$ cat config.mk
export PLATFORM = sky130hd
export DESIGN_NAME = strobe_dec_seq_flat
export DESIGN_NICKNAME = d
export VERILOG_FILES = /design/src/rtl/strobe_dec_pkg.sv /design/src/rtl/strobe_dec_seq_if.sv /design/src/rtl/strobe_dec_seq_onehot_dec.sv /design/src/rtl/strobe_dec_seq.sv /design/src/flat_wrapper.sv
export SDC_FILE = /design/constraint.sdc
export NUM_CORES = 1
export LEC_CHECK = 0
export ABC_AREA = 1
export CORE_MARGIN = 4
export CORE_UTILIZATION = 45
export CTS_CLUSTER_DIAMETER = 200
export DETAILED_ROUTE_END_ITERATION = 12
export PLACE_DENSITY = 0.73
export SETUP_SLACK_MARGIN = 0.4
export SYNTH_ARGS = -nofsm -noshare
export SYNTH_HDL_FRONTEND = slang
export SYNTH_SLANG_ARGS = --single-unit
$ cat constraint.sdc
create_clock -name clk -period 1.4 [get_ports clk]
set_input_delay 0.14 -clock clk [delete_from_list [all_inputs] [get_ports clk]]
set_output_delay 0.14 -clock clk [all_outputs]
set_load 0.05 [all_outputs]
$ cat src/rtl/strobe_dec_pkg.sv
// strobe_dec_pkg: shared state encoding and counter width for the strobe decoder.
package strobe_dec_pkg;
    localparam int PULSE_CNT_W = 8;
    localparam logic [1:0] ST_IDLE = 2'd0, ST_PULSE = 2'd1, ST_WAIT_LOW = 2'd2;
    typedef enum logic [1:0] {IDLE = ST_IDLE, PULSE = ST_PULSE, WAIT_LOW = ST_WAIT_LOW} state_e;
endpackage

$ cat src/rtl/strobe_dec_seq_if.sv
// strobe_dec_seq_if: bus-side strobe/address inputs and decoded strobe outputs.
interface strobe_dec_seq_if #(
    parameter int N_REG = 16,
    parameter int N_DIR = 4
);
    localparam int AW = $clog2(N_REG) + 1;
    logic [AW-1:0]    data_in;
    logic             strob_in;
    logic             clr_ovr;
    logic [N_REG-1:0] strob_out_to_reg;
    logic [N_DIR-1:0] strob_out_to_dir;
    logic             busy;
    logic             done;
    logic             addr_err;
    logic             overrun;
    modport master (output data_in, strob_in, clr_ovr,
                    input strob_out_to_reg, strob_out_to_dir, busy, done, addr_err, overrun);
    modport slave (input data_in, strob_in, clr_ovr,
                   output strob_out_to_reg, strob_out_to_dir, busy, done, addr_err, overrun);
endinterface

$ cat src/rtl/strobe_dec_seq_onehot_dec.sv
// onehot_dec: index to one-hot decoder; out-of-range indices decode to zero.
module onehot_dec #(
    parameter int N = 16,
    parameter int W = 4
) (
    input  logic         i_en,
    input  logic [W-1:0] i_idx,
    output logic [N-1:0] o_onehot
);
    assign o_onehot = i_en ? N'(1) << i_idx : '0;
endmodule

$ cat src/rtl/strobe_dec_seq.sv
// strobe_dec_seq: synchronises an async bus strobe and emits one registered one-hot
// strobe of PULSE_LEN clocks to the addressed register or direction channel.
module strobe_dec_seq
    import strobe_dec_pkg::*;
#(
    parameter int N_REG       = 16,
    parameter int N_DIR       = 4,
    parameter int PULSE_LEN   = 1,
    parameter int SYNC_STAGES = 2
) (
    input logic             clk,
    input logic             rst_n,
    strobe_dec_seq_if.slave bus
);
    localparam int AW = $clog2(N_REG) + 1;
    localparam int IW = AW - 1;

    logic [SYNC_STAGES-1:0] r_sync;
    logic                   r_prev;
    state_e                 r_state, w_state;
    logic [PULSE_CNT_W-1:0] r_cnt, w_cnt;
    logic [AW-1:0]          r_addr, w_addr;
    logic [N_REG-1:0]       r_reg, w_reg;
    logic [N_DIR-1:0]       r_dir, w_dir;
    logic                   r_done, r_err, r_ovr;
    logic                   w_synced, w_edge, w_valid, w_pulse;

    assign w_synced = r_sync[SYNC_STAGES-1];
    assign w_edge   = w_synced & ~r_prev;
    assign w_valid  = bus.data_in[AW-1] ? int'(bus.data_in[IW-1:0]) < N_REG
                                        : int'(bus.data_in[IW-1:0]) < N_DIR;

    always_comb begin
        w_state = r_state;
        w_cnt   = r_cnt;
        w_addr  = r_addr;
        if (r_state == IDLE && w_edge) begin
            w_state = w_valid ? PULSE : WAIT_LOW;
            w_cnt   = PULSE_CNT_W'(PULSE_LEN - 1);
            w_addr  = bus.data_in;
        end else if (r_state == PULSE) begin
            w_state = (r_cnt != '0) ? PULSE : (w_synced ? WAIT_LOW : IDLE);
            w_cnt   = (r_cnt != '0) ? r_cnt - PULSE_CNT_W'(1) : r_cnt;
        end else if (r_state == WAIT_LOW && !w_synced) begin
            w_state = IDLE;
        end
    end

    // Strobes are decoded from next-state so the output flops align with PULSE.
    assign w_pulse = w_state == PULSE;

    onehot_dec #(.N(N_REG), .W(IW)) u_reg (
        .i_en(w_pulse & w_addr[AW-1]), .i_idx(w_addr[IW-1:0]), .o_onehot(w_reg));
    onehot_dec #(.N(N_DIR), .W(IW)) u_dir (
        .i_en(w_pulse & ~w_addr[AW-1]), .i_idx(w_addr[IW-1:0]), .o_onehot(w_dir));

    // Sync chain and edge register reset high so a strobe held across reset is not an edge.
    always_ff @(posedge clk or negedge rst_n) begin
        if (!rst_n) begin
            r_sync  <= '1;
            r_prev  <= 1'b1;
            r_state <= IDLE;
            r_cnt   <= '0;
            r_addr  <= '0;
            r_reg   <= '0;
            r_dir   <= '0;
            r_done  <= 1'b0;
            r_err   <= 1'b0;
            r_ovr   <= 1'b0;
        end else begin
            r_sync  <= {r_sync[SYNC_STAGES-2:0], bus.strob_in};
            r_prev  <= w_synced;
            r_state <= w_state;
            r_cnt   <= w_cnt;
            r_addr  <= w_addr;
            r_reg   <= w_reg;
            r_dir   <= w_dir;
            r_done  <= w_pulse && w_cnt == '0;
            r_err   <= r_state == IDLE && w_edge && !w_valid;
            r_ovr   <= (r_state != IDLE && w_edge) || (r_ovr && !bus.clr_ovr);
        end
    end

    assign bus.strob_out_to_reg = r_reg;
    assign bus.strob_out_to_dir = r_dir;
    assign bus.busy             = r_state != IDLE;
    assign bus.done             = r_done;
    assign bus.addr_err         = r_err;
    assign bus.overrun          = r_ovr;
endmodule

$ cat src/flat_wrapper.sv
// flat-port wrapper written by rule: the top's interface ports become plain ports
module strobe_dec_seq_flat import strobe_dec_pkg::*;
#(
    parameter int N_REG       = 16,
    parameter int N_DIR       = 4,
    parameter int PULSE_LEN   = 1,
    parameter int SYNC_STAGES = 2
)
  (clk, rst_n, bus_data_in, bus_strob_in, bus_clr_ovr, bus_strob_out_to_reg, bus_strob_out_to_dir, bus_busy, bus_done, bus_addr_err, bus_overrun);
  strobe_dec_seq_if #(.N_REG(N_REG), .N_DIR(N_DIR)) bus_i ();
  input logic clk;
  input logic rst_n;
  input wire logic [$bits(bus_i.data_in)-1:0] bus_data_in;
  input wire logic [$bits(bus_i.strob_in)-1:0] bus_strob_in;
  input wire logic [$bits(bus_i.clr_ovr)-1:0] bus_clr_ovr;
  output wire logic [$bits(bus_i.strob_out_to_reg)-1:0] bus_strob_out_to_reg;
  output wire logic [$bits(bus_i.strob_out_to_dir)-1:0] bus_strob_out_to_dir;
  output wire logic [$bits(bus_i.busy)-1:0] bus_busy;
  output wire logic [$bits(bus_i.done)-1:0] bus_done;
  output wire logic [$bits(bus_i.addr_err)-1:0] bus_addr_err;
  output wire logic [$bits(bus_i.overrun)-1:0] bus_overrun;
  assign bus_i.data_in = bus_data_in;
  assign bus_i.strob_in = bus_strob_in;
  assign bus_i.clr_ovr = bus_clr_ovr;
  assign bus_strob_out_to_reg = bus_i.strob_out_to_reg;
  assign bus_strob_out_to_dir = bus_i.strob_out_to_dir;
  assign bus_busy = bus_i.busy;
  assign bus_done = bus_i.done;
  assign bus_addr_err = bus_i.addr_err;
  assign bus_overrun = bus_i.overrun;
  strobe_dec_seq #(.N_REG(N_REG), .N_DIR(N_DIR), .PULSE_LEN(PULSE_LEN), .SYNC_STAGES(SYNC_STAGES)) u_core (.clk(clk), .rst_n(rst_n), .bus(bus_i));
endmodule
# Word-level counts from Yosys, hierarchy flattened
# Index checks and enable logic that the tools add are counted.
# W data, S select, Z words.
# op_classes
add_sub_neg	1
order_cmp	1
n_eq_ne	3
n_shift	2
mux	13
n_bitwise	5
reduce_logical	14
# op_table
op	n
$mux W8	3
$mux W16	1
$shl A1 B4 Y16 const A	1
$mux W2	6
$logic_not A8 Y1	1
$reduce_bool A8 Y1	1
$sub A8 B1 Y8 const B	1
$logic_and A1 B1 Y1	6
$mux W5	1
$eq A2 B1 Y1 const B	2
$lt A4 B3 Y1 const B	1
$mux W4	1
$shl A1 B4 Y4 const A	1
$and A1 B1 Y1	3
$logic_not A1 Y1	3
$eq A2 B2 Y1 const B	1
$logic_not A2 Y1	1
$not A1 Y1	2
$reduce_bool A2 Y1	1
$logic_or A1 B1 Y1	1
$mux W1	1
# word_totals
ff_bits	41
input_bits	9
output_inout_bits	24
elab_cells	49

# Longest topological paths before layout
# logic_depth
word_depth	8
depth_mapped	12
mapped_depth_nobuf	12

# Cells and area by module
# From an unflattened synthesis, not the netlist that was laid out.
# hier_totals
cells_unflattened	199
area_unflattened_um2	1769.2
# modules_own_cells
module	instances	cells_per_inst	area_each_um2	seq_area_each_um2
strobe_dec_seq	1	157	1596.5	1029.7
onehot_dec at u_core.u_reg	1	31	126.4	0.0
onehot_dec at u_core.u_dir	1	11	46.3	0.0

# Worst setup path after synthesis
# OpenSTA, ideal clock, no wires.
# synth_timing
path_kind	register to register
start	reg u_core.r_cnt[0]
end	reg u_core.r_done (netlist: u_core.bus.done)
setup_ps	71
arrival_ps	1387
required_ps	1329
slack_ps	-58
path_stages_with_launch	13
n_path_buf	0
period_less_slack_ps	1458
path_cell_list	dfrtp_1 inv_1 ha_1 nand3_1 nor2_2 nand3_2 nand2_2 inv_2 nand2_1 nand2_1 nor2_1 nand2_1 nor2_1
# synth_via
elab_chain_cells	6
elab_cells_between_ends	11
classes_between	1 x add/sub; 1 x eq/ne; 6 x mux; 3 x reduce/logical
# synth_lines
element	line	rtl
start, declared	strobe_dec_seq.sv:21	logic [PULSE_CNT_W-1:0] r_cnt, w_cnt;
start signal, assigned	strobe_dec_seq.sv:74	r_cnt <= w_cnt;
$sub A8 B1 Y8 or $reduce_bool A8 Y1 (tied branches)	strobe_dec_seq.sv:43, strobe_dec_seq.sv:42	
$mux W8 or $mux W2 (tied branches)	strobe_dec_seq.sv:43, strobe_dec_seq.sv:42	
$mux W8 or $mux W2 (tied branches)	strobe_dec_seq.sv:41	end else if (r_state == PULSE) begin
$mux W8 or $mux W2 (tied branches)	strobe_dec_seq.sv:37	if (r_state == IDLE && w_edge) begin
$logic_not A8 Y1 or $eq A2 B1 Y1 (tied branches)	strobe_dec_seq.sv:78, strobe_dec_seq.sv:50	
$logic_and A1 B1 Y1 *	strobe_dec_seq.sv:78	r_done <= w_pulse && w_cnt == '0;
end signal, assigned	strobe_dec_seq.sv:67	r_done <= 1'b0;
end signal, assigned	strobe_dec_seq.sv:78	
end, declared	strobe_dec_seq.sv:25	logic r_done, r_err, r_ovr;
# Mark *: on every way between the ends. The rest lies on a longest branch, timed or not.

# Worst setup path after layout
# layout_timing
start	reg u_core.r_sync[1]
end	reg u_core.r_reg[11] (netlist: u_core.bus.strob_out_to_reg[11])
# layout_via
elab_cells_between_ends	14
classes_between	1 x eq/ne; 1 x shift; 7 x mux; 2 x bitwise; 3 x reduce/logical
# layout_lines
element	line	rtl
start, declared	strobe_dec_seq.sv:18	logic [SYNC_STAGES-1:0] r_sync;
start signal, assigned	strobe_dec_seq.sv:71	r_sync <= {r_sync[SYNC_STAGES-2:0], bus.strob_in};
$and A1 B1 Y1	strobe_dec_seq.sv:29	assign w_edge = w_synced & ~r_prev;
$logic_and A1 B1 Y1	strobe_dec_seq.sv:37	
$mux W5	strobe_dec_seq.sv:37	
named net u_core.u_dir.i_idx[2]	strobe_dec_seq_onehot_dec.sv:7	input logic [W-1:0] i_idx,
$shl A1 B4 Y16	strobe_dec_seq_onehot_dec.sv:10	assign o_onehot = i_en ? N'(1) << i_idx : '0;
$mux W16	strobe_dec_seq_onehot_dec.sv:10	
named net u_core.u_reg.o_onehot[11]	strobe_dec_seq_onehot_dec.sv:8	output logic [N-1:0] o_onehot
end signal, assigned	strobe_dec_seq.sv:76	r_reg <= w_reg;
end, declared	strobe_dec_seq.sv:23	logic [N_REG-1:0] r_reg, w_reg;
# The timed path passes the listed nets, and every way through them passes these cells.

==> metrics.md <==
| Metric | Value |
|---|---|
| Post-synthesis mux area share | `0` |
| Largest net degree at the start of global routing | `42` |
| Outcome | `finished with violations` |
| Min-Delay Startpoint | `bus_strob_in` |
| Lkg Pwr | `1.42 nW` |
| Layout Skew | `0.00492 ns` |
| Mean Syn Cell Area | `9.35 um^2` |
| Post-synth EDFFs | `0` |
| Hold Vio Cnt, Final | `0` |
| Fmax | `578 MHz` |
| Commonest non-fill, non-tap cells in the layout | `37 x dfrtp_1, 34 x buf_4, 24 x buf_6, 22 x inv_1, 20 x nor2_1` |
| H-tree depth | `2` |
| CTS clk-pin slew, worst paths | `0.08 ns` |
| DIE AREA | `5060 um^2` |
| CTS tree | `yes` |
| Netlist cell types | `21` |
| Final hold slack | `0.258 ns` |
| Setup WS post-layout | `-0.330 ns` |
| Longest Clk Path Bufs | `2` |
| Netlist Area Pre-Place | `1800 um^2` |
| Area grow syn2layout | `60.0%` |
| HP Class | `in -> reg` |
| DRT iter0 DRCs | `56` |
| FF-to-FF setup slack | `-0.33 ns` |
| First-pass GRT wire length | `6520 um` |
| Crit path time final | `1.73 ns` |
| Gp weighted congestion | `0.795` |
| Starting Density | `0.476` |
| Peak supply drop | `1.45 mV` |
| Final core occ | `0.762` |
| Worst path arrival time | `1.91 ns` |
| Largest family of logic cells by synthesized area | `simple AND/OR/NAND/NOR gates` |
| Syn Inst Count | `192` |
| Commonest non-fill, non-tap cell in the layout | `dfrtp_1` |
| # setup viols final | `29` |
| Wire per inst | `15.2 um` |
| Simple-Gate Fraction of Synth Area | `0.283` |
| I/O pin cnt | `33` |
| Ys async rst share | `1.00` |
| Hold depth | `1` |
| Via count | `1,543` |
| Reg2reg start | `u_core.r_sync[1]` |
| Worst Tran Pin Value | `0.353 ns` |
| Worst rel slew slack | `0.764` |
| Crit. Startpoint | `u_core.r_sync[1]` |
| Seq cells post-synth | `41` |
| Largest register FFs | `16` |
| Unrepaired setup endpoints after global routing | `yes` |
| Overall routed net length | `4830 um` |
| Failing checks | `negative setup slack` |
| R2r worst-path depth | `8` |
| Area of the multi-input gates | `852 um^2` |
| Register area share after synthesis | `0.574` |
| Clk sinks | `41` |
| Tcrit/Tclk final | `1.24` |
| Via density | `4.87` |
| Register cell area after layout | `1030 um^2` |
| Yosys Warn Count | `0` |
| DIE HEIGHT | `71.2 um` |
| Setup CP Type | `reg -> reg` |
| Total track usage | `0.163` |
| Residual DRC | `0` |
| Crit path max fanout | `6` |
| Total global routing overflow | `0` |
| # fillers | `213` |
| Syn_nets | `202` |
| Hold Path Sink | `u_core.r_sync[0]` |
| Core Box Area | `3770 um^2` |
| Final ANT Viol Nets | `0` |
| Max-cap viol count | `0` |
| Critical Path End Type | `register` |
| Fin. max-slew vios | `0` |
| Worst Path Required | `1.58 ns` |
| Initial antenna violation count | `0` |
| Die W | `71.2 um` |
| HPWL Detailed | `2670 um` |
| Diodes inserted | `0` |
| Pwr dens | `2330 nW/um^2` |
| Critical path launch point type | `register` |
| Buffers on Ports | `32` |
| XOR/XNOR Fraction of Synth Area | `0.00976` |
| Synth Area in Compound Gates | `0.0453` |
| Top FF cell, synth | `dfrtp_1` |
| Worst r2r dst | `u_core.bus.strob_out_to_reg[11]` |
| Number of buffers created by CTS | `5` |
| Row cnt | `22` |
| Final net count | `278` |
| Vias in the first global route | `1,453` |
| Root buf cell | `clkbuf_8` |
| Ratio of cells with drive above 1 in the final layout | `0.550` |
| Synth Area in Adders | `0.00697` |
| Drt first pass iters | `4` |
| Worst skew pair latency | `0.29 ns` |
==> metal layers <==
layer | share of wire | wire, um | global-route usage
met1 | 0.39 | 1870 | 0.208
met2 | 0.54 | 2610 | 0.277
met3 | 0.045 | 218 | 0.0369
met4 | 0.026 | 125 | 0.0438
met5 | 0 | 0 | 0
==> area by class of cell <==
cell class / count / area share
clock inverters: 1 / 0.0105
well taps: 48 / 0.0209
inverters: 36 / 0.0514
multi-input cells: 114 / 0.297
repair buffers: 70 / 0.232
clock buffers: 7 / 0.0301
flip-flops and latches: 41 / 0.359
==> per-stage QoR <==
stage | TNS, ns | worst slack [ns] | instances | cell area (um^2) | total power [mW]
after CTS | -3.45 | -0.173 | 311 | 2620 | 6.03
after detailed placement | -3.41 | -0.194 | 299 | 2380 | 4.69
after floorplan | -0.296 | -0.0184 | 192 | 1860 | 3.66
after global routing | -9.82 | -0.414 | 317 | 2870 | 7.12
after global placement | -2.95 | -0.173 | 299 | 2380 | 4.64
final | -7.20 | -0.330 | 317 | 2870 | 6.70
==> cell usage after synthesis (3+ instances only) <==
master	number	area, um^2
nand2_2	8	50.1
nand2_1	27	101
inv_1	27	101
o21ai_4	3	48.8
inv_2	9	33.8
nand3_2	5	50.1
nand3_1	16	80.1
nor2_4	3	33.8
o21ai_0	3	15.0
dfstp_2	3	78.8
dfrtp_1	38	951
nor2_1	37	139
==> worst max path at each step <==
stage                                            endpoint  slack (ns)  depth (start not counted)
after floorplan            u_core.bus.strob_out_to_reg[5]       -0.02                          8
after global placement     u_core.bus.strob_out_to_reg[6]       -0.17                          8
after detailed placement   u_core.bus.strob_out_to_reg[5]       -0.19                          8
after CTS                 u_core.bus.strob_out_to_reg[15]       -0.17                         10
after global routing       u_core.bus.strob_out_to_dir[1]       -0.41                          8
final                     u_core.bus.strob_out_to_reg[11]       -0.33                          8
==> where the power goes <==
group | internal, mW | leakage [nW] | switching (mW)
Sequential | 1.51 | 0.527 | 0.210
Combinational | 1.60 | 0.838 | 2.39
Clock | 0.581 | 0.0585 | 0.398
Total | 3.70 | 1.42 | 3.00
==> cells by family (layout without fill, tap and decap cells) <==
| kind of cell | count (synthesis) | in the layout |
|---|---|---|
| and+or+nand+nor | 103 | 103 |
| DFF | 41 | 41 |
| buffers and inverters | 37 | 114 |
| AOI/OAI and AO/OA | 8 | 8 |
| xor gates and xnor gates | 2 | 2 |
| adders and majority gates | 1 | 1 |
==> critical path, stage by stage, from the launching register on <==
cell,delay [ns]
dfstp_2,0.54
inv_2,0.04
nor2_4,0.13
nand2_4,0.09
buf_4,0.18
o21ai_4,0.33
inv_4,0.11
nand3_4,0.12
nor2_1,0.06
==> repair_timing <==
item / CTS / global route
gates cloned: 0 / 0
gates resized for setup: 27 / 49
endpoints found under the setup margin: 40 / 61
hold buffers: 1 / 0
buffers inserted: 3 / 6
pin swaps: 6 / 8
endpoints found under the hold margin: 38 / 0
Note: power is estimated with default switching activity, not from simulation.
